===== src/rtl/seg_pkg.sv =====
// rtl/seg_pkg.sv - shared types and constants for the 7-segment scan driver
// Contents:
//   NUM_DIGITS   number of multiplexed digits on the board
//   SEG_OFF      active-low cathode pattern with every segment dark
//   scan_state_e LOAD -> ON -> DEAD scan states
//   HEX7_TABLE   active-high {g,f,e,d,c,b,a} glyphs for nibbles 0..F
package seg_pkg;

  localparam int         NUM_DIGITS = 8;
  localparam logic [6:0] SEG_OFF    = 7'h7F;

  typedef enum logic [1:0] {
    ST_LOAD = 2'd0,
    ST_ON   = 2'd1,
    ST_DEAD = 2'd2
  } scan_state_e;

  localparam logic [6:0] HEX7_TABLE [16] = '{
    7'h3F, 7'h06, 7'h5B, 7'h4F, 7'h66, 7'h6D, 7'h7D, 7'h07,
    7'h7F, 7'h6F, 7'h77, 7'h7C, 7'h39, 7'h5E, 7'h79, 7'h71
  };

endpackage


===== src/rtl/hex7_decoder.sv =====
// rtl/hex7_decoder.sv - combinational hex nibble to 7-segment glyph decoder
// Ports:
//   nibble_i  in   4  hex value to display
//   seg_o     out  7  segments {g,f,e,d,c,b,a}, active high
module hex7_decoder
  import seg_pkg::*;
(
  input  logic [3:0] nibble_i,
  output logic [6:0] seg_o
);

  assign seg_o = HEX7_TABLE[nibble_i];

endmodule


===== src/rtl/seg_scan_driver.sv =====
// rtl/seg_scan_driver.sv - time-multiplexed 8-digit 7-segment driver with blink and dead time
// Ports:
//   clk          in   1   system clock
//   rst          in   1   asynchronous active-high reset
//   seg_content  in   32  nibble i shown on digit i
//   seg_dp       in   8   decimal point enable per digit
//   seg_en       in   8   digit enable per digit
//   seg_blink    in   8   blink enable per digit
//   an_n         out  8   anode selects, active low
//   seg_n        out  7   cathodes {g,f,e,d,c,b,a}, active low
//   dp_n         out  1   decimal-point cathode, active low
//   frame_start  out  1   one-cycle pulse in the digit-0 LOAD cycle
module seg_scan_driver
  import seg_pkg::*;
#(
  parameter int DIGIT_CYCLES = 2,
  parameter int DEAD_CYCLES  = 1,
  parameter int BLINK_CYCLES = 500
) (
  input  logic        clk,
  input  logic        rst,
  input  logic [31:0] seg_content,
  input  logic [7:0]  seg_dp,
  input  logic [7:0]  seg_en,
  input  logic [7:0]  seg_blink,
  output logic [7:0]  an_n,
  output logic [6:0]  seg_n,
  output logic        dp_n,
  output logic        frame_start
);

  localparam int SLOT_MAX = (DIGIT_CYCLES > DEAD_CYCLES) ? DIGIT_CYCLES : DEAD_CYCLES;
  localparam int CNT_W    = $clog2(SLOT_MAX + 1);
  localparam int BLINK_W  = $clog2(BLINK_CYCLES + 1);

  localparam logic [CNT_W-1:0]   ON_LAST    = CNT_W'(DIGIT_CYCLES - 1);
  localparam logic [CNT_W-1:0]   DEAD_LAST  = CNT_W'(DEAD_CYCLES - 1);
  localparam logic [BLINK_W-1:0] BLINK_LAST = BLINK_W'(BLINK_CYCLES - 1);

  scan_state_e        state_q;
  logic [2:0]         idx_q;
  logic [CNT_W-1:0]   cnt_q;
  // Reset parks the FSM in LOAD without having done the LOAD work; the first
  // edge after release performs the digit-0 capture and frame_start pulse.
  logic               armed_q;

  logic [BLINK_W-1:0] blink_cnt_q, blink_cnt_d;
  logic               blink_phase_q, blink_phase_d;

  logic [31:0]        content_q;
  logic [7:0]         dp_q;
  logic [7:0]         en_q;
  logic [7:0]         blink_q;

  logic [7:0]         an_q;
  logic [6:0]         seg_q;
  logic               dpn_q;
  logic               frame_q;

  logic [3:0]         nibble;
  logic [6:0]         glyph;
  logic               lit;
  logic               to_load;
  logic               capture;

  hex7_decoder u_hex7 (
    .nibble_i (nibble),
    .seg_o    (glyph)
  );

  always_comb begin
    blink_cnt_d   = blink_cnt_q + BLINK_W'(1);
    blink_phase_d = blink_phase_q;
    if (blink_cnt_q == BLINK_LAST) begin
      blink_cnt_d   = '0;
      blink_phase_d = ~blink_phase_q;
    end
  end

  always_comb begin
    nibble  = content_q[{idx_q, 2'b00} +: 4];
    lit     = en_q[idx_q] && !(blink_q[idx_q] && blink_phase_q);
    // Leaving the slot: from DEAD, or straight from ON when there is no dead time.
    to_load = armed_q &&
              (((state_q == ST_ON) && (cnt_q == ON_LAST) && (DEAD_CYCLES == 0)) ||
               ((state_q == ST_DEAD) && (cnt_q == DEAD_LAST)));
    // Snapshot is only taken when entering the digit-0 LOAD so a frame never tears.
    capture = !armed_q || (to_load && (idx_q == 3'd7));
  end

  always_ff @(posedge clk or posedge rst) begin
    if (rst) begin
      state_q       <= ST_LOAD;
      idx_q         <= '0;
      cnt_q         <= '0;
      armed_q       <= 1'b0;
      blink_cnt_q   <= '0;
      blink_phase_q <= 1'b0;
      content_q     <= '0;
      dp_q          <= '0;
      en_q          <= '0;
      blink_q       <= '0;
      an_q          <= 8'hFF;
      seg_q         <= SEG_OFF;
      dpn_q         <= 1'b1;
      frame_q       <= 1'b0;
    end else begin
      blink_cnt_q   <= blink_cnt_d;
      blink_phase_q <= blink_phase_d;

      an_q    <= 8'hFF;
      seg_q   <= SEG_OFF;
      dpn_q   <= 1'b1;
      frame_q <= capture;

      if (capture) begin
        content_q <= seg_content;
        dp_q      <= seg_dp;
        en_q      <= seg_en;
        blink_q   <= seg_blink;
      end

      if (!armed_q) begin
        armed_q <= 1'b1;
      end else if (to_load) begin
        state_q <= ST_LOAD;
        idx_q   <= idx_q + 3'd1;
        cnt_q   <= '0;
      end else begin
        case (state_q)
          ST_LOAD: begin
            state_q <= ST_ON;
            cnt_q   <= '0;
            if (lit) begin
              an_q  <= ~(8'b1 << idx_q);
              seg_q <= ~glyph;
              dpn_q <= ~dp_q[idx_q];
            end
          end
          ST_ON: begin
            if (cnt_q == ON_LAST) begin
              state_q <= ST_DEAD;
              cnt_q   <= '0;
            end else begin
              cnt_q <= cnt_q + CNT_W'(1);
              if (lit) begin
                an_q  <= ~(8'b1 << idx_q);
                seg_q <= ~glyph;
                dpn_q <= ~dp_q[idx_q];
              end
            end
          end
          ST_DEAD: begin
            cnt_q <= cnt_q + CNT_W'(1);
          end
          default: begin
            state_q <= ST_LOAD;
            cnt_q   <= '0;
          end
        endcase
      end
    end
  end

  assign an_n        = an_q;
  assign seg_n       = seg_q;
  assign dp_n        = dpn_q;
  assign frame_start = frame_q;

endmodule


===== config.mk =====
export PLATFORM = sky130hd
export DESIGN_NAME = seg_scan_driver
export DESIGN_NICKNAME = d
export VERILOG_FILES = /design/src/rtl/seg_pkg.sv /design/src/rtl/hex7_decoder.sv /design/src/rtl/seg_scan_driver.sv
export SDC_FILE = /design/constraint.sdc
export NUM_CORES = 1
export LEC_CHECK = 0
export CAP_MARGIN = 20
export CORE_UTILIZATION = 42
export DETAILED_ROUTE_END_ITERATION = 7
export DONT_BUFFER_PORTS = 1
export GPL_ROUTABILITY_DRIVEN = 0
export SYNTH_ARGS = -nofsm -noshare
export SYNTH_HDL_FRONTEND = slang
export SYNTH_HIERARCHICAL = 1
export SYNTH_SLANG_ARGS = --single-unit
export TNS_END_PERCENT = 100

===== constraint.sdc =====
create_clock -name clk -period 4.5 [get_ports clk]
set_input_delay 0.9 -clock clk [delete_from_list [all_inputs] [get_ports clk]]
set_output_delay 0.9 -clock clk [all_outputs]
set_load 0.01 [all_outputs]

* Word-level counts from Yosys, hierarchy flattened
Memories as Yosys holds them, arrays and structs flattened.
Cells that the tools add are included.
** Storage, ports and cells
- Bits in registers :: 91
- Bits in read-only memories :: 112
- Input port bits :: 58
- Output and inout bits :: 17
- Word-level logic and storage cells :: 76
- Memories :: 1
** Memories
- (no name shown) :: depth 16, width 7, read ports 1, clocked after memory_dff 0, wr ports 0, line hex7_decoder.sv:12 : assign seg_o = HEX7_TABLE[nibble_i];
** Cells by class
- Add/subtract/negate cells :: 3
- Order comparisons :: 2
- Equality and inequality tests :: 7
- Shift operators :: 2
- Mux-type cells :: 30
- Bitwise operators :: 5
- Reductions and logical operators :: 12
** Operators by type and width (number)
- $mux W7 :: 6
- $mux W8 :: 4
- $shiftx A32 B6 Y4 :: 1
- $pmux W8 S2 :: 1
- $pmux W7 S2 :: 1
- $add A9 B1 Y9 const B :: 1
- $bmux W1 S3 :: 3
- $eq A9 B9 Y1 const B :: 1
- $mux W9 :: 1
- $mux W2 :: 4
- $not A8 Y8 :: 1
- $shl A1 B3 Y8 const A :: 1
- $mux W1 :: 7
- $not A7 Y7 :: 1
- $pmux W2 S3 :: 1
- $ge A5 B5 Y1 const B :: 1
- $logic_and A1 B1 Y1 :: 5
- $not A4 Y5 :: 1
- $eq A2 B1 Y1 const B :: 2
- $logic_not A2 Y1 :: 2
- $lt A3 B4 Y1 const B :: 1
- $pmux W2 S2 :: 1
- $add A3 B1 Y3 const B :: 1
- $eq A3 B3 Y1 const B :: 1
- 10 further kinds :: 12

* Depth between registers and ports, before layout
- Word-level depth :: 11
- Mapped depth :: 10
- Gate-level depth less buffers :: 8

* Hierarchy
Netlist, hierarchy kept.
** Modules (own cells, without submodules)
- seg_scan_driver :: instances 1, cells each 305, area each 4252.8 um^2, sequential area each 2297.2 um^2
- hex7_decoder :: instances 1, cells each 33, area each 290.3 um^2, sequential area each 0.0 um^2

* Worst setup path after synthesis
No wires, ideal clock.
- Path kind :: register -> register
- From :: register idx_q[1]
- To :: register seg_q[3] (netlist: seg_n[3])
- Setup time :: 0.084 ns
- Arrival time :: 2.365 ns
- Path slack :: 2.051 ns
- Stages on the path, launching flop included :: 11
- Clock period less this slack :: 2.449 ns
- Cells stage by stage :: dfrtp_1 > buf_2 > buf_2 > mux4_2 > nand2_1 > nand2_1 > inv_1 > ha_1 > inv_1 > mux4_1 > o2111ai_1
** Between the ends
- Longest elaborated chain between the ends :: 11
** Ends and longest elaborated chain
- start: declaration :: line seg_scan_driver.sv:41 : logic [2:0] idx_q;
- start signal: assignment :: line seg_scan_driver.sv:127 : idx_q <= idx_q + 3'd1;
- $shiftx A32 B6 Y4 * :: line seg_scan_driver.sv:81 : nibble = content_q[{idx_q, 2'b00} +: 4];
- named net nibble[1] :: line seg_scan_driver.sv:60 : logic [3:0] nibble;
- $not A4 Y5 (not written as such) * :: line hex7_decoder.sv:12
- $mem_v2 Z16 W7 *
- $mux W7 (not written as such) * (2 in series) :: line hex7_decoder.sv:12
- named net glyph[3] :: line seg_scan_driver.sv:61 : logic [6:0] glyph;
- $not A7 Y7 * :: line seg_scan_driver.sv:136, seg_scan_driver.sv:148
- $mux W7 * :: line seg_scan_driver.sv:134, seg_scan_driver.sv:146
- $mux W7 :: line seg_scan_driver.sv:141 : if (cnt_q == ON_LAST) begin
- $pmux W7 S2 * :: line seg_scan_driver.sv:130 : case (state_q)
- $mux W7 * :: line seg_scan_driver.sv:125 : end else if (to_load) begin
- $mux W7 * :: line seg_scan_driver.sv:123 : if (!armed_q) begin
- end signal: assignment :: line seg_scan_driver.sv:136 : seg_q <= ~glyph;
- end signal: assignment :: line seg_scan_driver.sv:148 : seg_q <= ~glyph;
- end: declaration :: line seg_scan_driver.sv:56 : logic [6:0] seg_q;
Mark *: on every way through the listed nets, which the timed path passes. The rest lies on a longest branch. The select of a mux whose other input is x is not followed.
A chain may end at the register's enable or synchronous reset.

* Worst setup path in the final report
- From :: register idx_q[0]
- To :: register seg_q[3] (netlist: seg_n[3])
Same word-level chain as after synthesis.

==> flow_summary_export.csv <==
group,metric,value,unit
drt,wl,8.20,mm
logic_synthesis,synth_top_area_frac,0.413,
worst_hold_path,min_path_type,"input port to asynchronous set/reset pin",
logic_synthesis,synthDistinctLibCells,45,
timing,relSlewSlack,0.516,
grt,grt_max_degree,55,
logic_synthesis,yosys.area_share.simple,0.0666,
logic_synthesis,syn_area_per_cell,13.4,um2
setup_path,worstRegToRegCells,8,
logic_synthesis,synth.most_common_cell,"dfrtp_1",
clocking,cts.clk_slew.worst_paths,0.11,ns
logic_synthesis,yosysTopAreaCell,"dfrtp_1",
grt,grt.total_usage,0.162,
grt,antenna_found_initial,1,
placement,hpwlAfterDp,5.91,mm
outcome,status,"finished, final reports clean",
pwr,seq_power_share,0.434,
logic_synthesis,synth_seq_cells,91,
die,dieHeight,106,um
timing,period_share,0.610,
finish,drive_gt1_frac,0.345,
logic_synthesis,synth_edf_count,0,
pwr,ir_worst_vdd,0.201,mV
drt,num_vias,2637,
drt,first_iter_violations,92,
finish,finish.utilization,0.464,
die,dieArea,11200,um2
timing,hold_viol,0,
placement,place_ws,1.74,ns
die,rows,37,
drt,drc,0,
setup_path,cp.required,4.78,ns
logic_synthesis,synth_top_family_by_area,"multiplexers",
logic_synthesis,syn-num-nets,417,
drt,viasPerCell,5.55,
setup_path,end_kind,"flip-flop",
logic_synthesis,synthXorXnorAreaFrac,0.00964,
clocking,cts_resized,0,
pwr,power_density,518,nW/um2
clocking,clkLatencyLatePin,0.37,ns
logic_synthesis,synth_common_cells,"dfrtp_1, mux2_2, ha_1",
setup_path,crit_type,"flip-flop to flip-flop",
timing,worst_slack,1.75,ns
finish,areaGrowthSynthToFinish,6.42,%
logic_synthesis,synth_compound_area_frac,0.0713,
finish,antennaDiodeCount,0,
job,maxCapViolCount,0,
logic_synthesis,yosysSeqAreaShare,0.506,
clocking,numCtsBuffers,9,
timing,fmax,0.364,GHz
grt,grt_first_pass_wirelength,14.0,mm
clocking,post_cts_buffers,0,
clocking,htree_levels,3,
placement,portBuffers,0,
logic_synthesis,synth_mux_area_frac,0.248,
clocking,cts_root_buffer,"clkbuf_8",
pwr,p_int,1620,uW
logic_synthesis,yosys_warnings,6,
grt,first_global_vias,2719,
timing,drv_slew,0,
clocking,cts_tree,"done",
drt,routedWlPerCell,17.3,um
setup_path,arrival,3.03,ns
timing,grt_setup_unrepaired,"no",
pwr,switchingPower,888,uW
setup_path,startpoint_type,"flip-flop",
pwr,clockPowerShare,0.213,
die,start_util,0.436,
timing,setup_violations,0,
finish,nets,413,
die,core-area,10400,um2
timing,tns,0,ns
clocking,cts_hold_buf,0,
logic_synthesis,async_reset_ff_frac,1.00,
clocking,cts.sinks,91,
drt,drtPass1Iterations,4,
logic_synthesis,synthAdderAreaFrac,0.0578,
die,die_w,106,um
logic_synthesis,synth_area,4540,um2
pwr,leakagePower,0.00196,uW
grt,grt-ovfl-total,0,
pwr,comb_power_share,0.353,
setup_path,crit_fanout,13,
die,ioPinCount,75,
logic_synthesis,ys_top_cells_by_area,"dfrtp_1, mux2_2, dfstp_2",
timing,fin_crit,2.75,ns
timing,tightest_slew,0.719,ns
timing,skew,0.0144,ns
logic_synthesis,syn_inst,338,
pwr,p_sw_frac,0.355,
logic_synthesis,synth_flop_cell,"dfrtp_1",
drt,drtAntennaViolNets,0,
clocking,clock_path_buffers,2,
-- layer usage --
metal / global-route usage / up-vias / wire, um / part of all wire
li1: - / 1225 / - / -
met2: 0.234 / 55 / 3730 / 0.46
met5: 0 / - / 13 / 0.0016
met3: 0.0558 / 8 / 521 / 0.064
met4: 0.0536 / 2 / 78 / 0.0095
met1: 0.227 / 1347 / 3860 / 0.47
-- power groups by stage --
stage	Clock, uW	Sequential (uW)	Combinational (uW)
3_3_place_gp	0	1100	867
6_report	533	1090	884
2_1_floorplan	0	1040	807
4_1_cts	557	1090	886
5_1_grt	590	1110	981
3_5_place_dp	0	1110	881
-- sequential cells by signal, indices dropped and copies added, names as in the netlist --
name           flops
frame_start        1
blink_phase_q      1
armed_q            1
blink_q            8
cnt_q              2
state_q            2
blink_cnt_q        9
seg_n              7
content_q         32
dp_n               1
dp_q               8
en_q               8
idx_q              3
an_n               8
-- logic make-up after synthesis --
group | after synthesis
XOR/XNOR | 5
buffers and inverters | 35
multiplexers | 83
adder cells (fa/ha/maj) | 21
flip-flops | 91
AND/OR/NAND/NOR | 58
other | 1
AO/OA/AOI/OAI | 44
-- cells in the final DEF (no fill, tap or decap), drive strengths merged, types with 2 or more instances in the layout --
cell type and count:
a21boi 4, a21oi 8, and2 3, buf 4, clkbuf 9, clkinv 2, dfrtp 75, dfstp 16
ha 21, inv 20, mux2 63, mux2i 4, mux4 16, nand2 20, nand2b 3, nand3 6
nand4 3, nor2 5, nor2b 8, nor3 2, o2111ai 15, o21ai 6, o22ai 2, or3 4
xnor2 5
-- critical path: stages, from the launching register on --
cell	delay (ns)
dfrtp_1	0.81
mux4_2	0.58
nand2_1	0.08
nand2_1	0.16
inv_1	0.16
ha_1	0.25
inv_1	0.06
mux4_1	0.48
o2111ai_1	0.09
-- layout make-up --
type | count | area (um2)
multi-input cells | 212 | 2080
inverters | 16 | 61.3
clock inverters | 7 | 62.6
flip-flops and latches | 91 | 2300
repair buffers | 4 | 42.5
well taps | 136 | 170
fillers | 961 | 5580
clock buffers | 9 | 124
-- final timing paths --
check / start / to / slack [ns]
max: idx_q[0] / seg_n[3] / 1.75
min: rst / content_q[17] / 0.47
max reg2reg: idx_q[0] / seg_n[3] / 1.75
min reg2reg: blink_cnt_q[0] / blink_cnt_q[0] / 0.49
max in group asynchronous: rst / blink_q[4] / 2.94
min in group clk: blink_cnt_q[0] / blink_cnt_q[0] / 0.49
-- through the flow --
stage | hold slack (ns) | std cells | cell area (um2) | total power (uW)
CTS | 0.480 | 475 | 4830 | 2540
finish | 0.471 | 475 | 4830 | 2500
global placement | 0.477 | 459 | 4650 | 1970
floorplan | 0.455 | 338 | 4540 | 1840
global route | 0.498 | 475 | 4830 | 2680
detailed placement | 0.484 | 459 | 4650 | 1990
Note: power is estimated with default switching activity, not from simulation.
==> edit: new RTL, config.mk and constraints unchanged <==
`DIGIT_CYCLES`: 2 -> 4.
--- a/src/rtl/seg_scan_driver.sv
+++ b/src/rtl/seg_scan_driver.sv
@@ -15,3 +15,3 @@
 #(
-  parameter int DIGIT_CYCLES = 2,
+  parameter int DIGIT_CYCLES = 4,
   parameter int DEAD_CYCLES  = 1,
Function: changed (Yosys sat finds a counterexample within 10 cycles, from zero or initial values and one cycle with rst high).
==> edit against the unedited design <==
- critical endpoint is now content_q[3]
- power grew 4.3%
- largest power group unchanged
- synthesized area decreased by 0.72%
- design area shrank 1.1%
- wire length shrank 4.1%
- sequential cell count grew 1
- synthesized cell count is 1.5% lower
- first-iteration DRC count grew 14%
- worst setup slack got worse by 75 ps
- clock power increased by 8.1%
==> edit: results (changes against the unedited design) <==
| Metric | Value |
|---|---|
| Status | finished, final reports clean |
| Via-to-Cell Ratio | 5.21 (-6.2%) |
| P_int | 1.68 mW (+3.8%) |
| Max Freq | 0.354 GHz (-2.7%) |
| Starting DRT DRC Count | 105 (+14%) |
| Nets | 412 (-0.24%) |
| Vias in the first global route | 2,578 (-5.2%) |
| Combinational cell power | 955 uW (+8.0%) |
| Yosys warns | 6 (unchanged) |
| WHS | 397 ps (-74.0 ps) |
| Pwr Density | 546 nW/um^2 (+5.5%) |
| Post-synthesis xor/xnor area fraction | 1.36% (+0.40 points) |
| Slew headroom | 41.8% (-9.8 points) |
| Synth cell types | 50 (+11%) |
| Largest net degree at the start of global routing | 67 (+22%) |
| R2R cell count | 7 (-1) |
| DR pass1 iterations | 4 (unchanged) |
| GR Util All Layers | 15.4% (-0.75 points) |
| Post-DP Area | 4580 um^2 (-1.5%) |
| Synth area leaders | dfrtp_1, dfstp_2, mux2_2 |
| Post-synthesis mux area share | 23.9% (-0.99 points) |
| Clock transition at path regs | 100 ps |
| Dpl cells | 457 (-0.44%) |
| Post-Synth Adder-Cell Area | 6.10% (+0.32 points) |
| Leak | 2.02 nW (+3.2%) |
| Worst vdd ir | 218 uV (+8.8%) |
| Reg2reg start | idx_q[0] |
| CTS buffer count | 9 (unchanged) |
| Final Instance Count excl. Fillers | 473 (-0.42%) |
| First-pass GRT wire length | 13,200 um (-6.2%) |
| Top cells by count, synth | dfrtp_1, mux2_2, nand2_1 |
| Setup slack, reg-to-reg | 1680 ps (-70 ps) |
| PortBufs | 0 (unchanged) |
| Top Registers | content_q x32, blink_cnt_q x9 |
| CTS Root Cell | clkbuf_8 |
| Crit Path Max Fanout | 57 (+44) |
| Post-DP HPWL | 5670 um (-4.0%) |
| Layout Skew | 11.9 ps (-2.50 ps) |
| Cells after Synth | 333 (-1.5%) |
| Worst-path cell with the longest stage delay | dfrtp_1 |
| Diodes inserted | 0 (unchanged) |
| Max stage delay on crit path | 710 ps (-100 ps) |
| Cts repair resizes | 0 (unchanged) |
| Antenna violations before repair | 0 (-1) |
| Setup WS pre-CTS | 1650 ps (-92.1 ps) |
| Sequential power | ~1.1 mW |
| Latest clock arrival within the worst-skew pair | 360 ps |
| Postcts setup bufs | 0 (unchanged) |
| Compound-Gate Fraction of Synth Area | 3.38% (-3.7 points) |
| Crit path capture | content_q[3] |
| Clock buffer depth | 2 (unchanged) |
| Final WL | 7860 um (-4.1%) |
| Share of post-route cells with drive strength above 1 | 27.9% (-6.6 points) |
| H-Tree Depth | 3 (unchanged) |
| Critical path launch point type | flip-flop |
| Sequential area share after synthesis | 51.5% (+0.92 points) |
| Hold Path Class | input pin to async pin |
| Async set-reset flop share out of synthesis | 100% (unchanged) |
## edit: changes by cell type in the layout (fill, tap and decap cells not counted), sizes merged, moves of 3 or more
cell / change
nor2b: -7
and3: +3
nand2: +7
o2111ai: -15
mux4: -4
a21boi: -4
nand4: +10
xor2: +3
mux2i: +3
o211ai: +3
## edit: metal layers
metal | global-route usage, % | routed length (um) | share of wire, %
met1 | 20.4 | 3730 | 47
met2 | 23.4 | 3530 | 45
met3 | 5.57 | 467 | 5.9
met4 | 5.56 | 136 | 1.7
met5 | 0 | 0 | 0
## edit: area by class of cell
cell class	count	area, um^2
fill	961	5590
sequential	92	2320
clock inverter	7	80.1
clock buffer	9	124
inverter	20	76.3
multi-input combinational	205	1980
timing repair buffer	4	30.0
tap	136	170
## edit: worst max-delay path: cells and delay by family, from the launching register on
family / cells / cell delay, ps
buffers and inverters: 3 / 1000
muxes: 1 / 410
AOI/OAI and AO/OA: 1 / 130
DFF: 1 / 710
adders and majority gates: 2 / 390
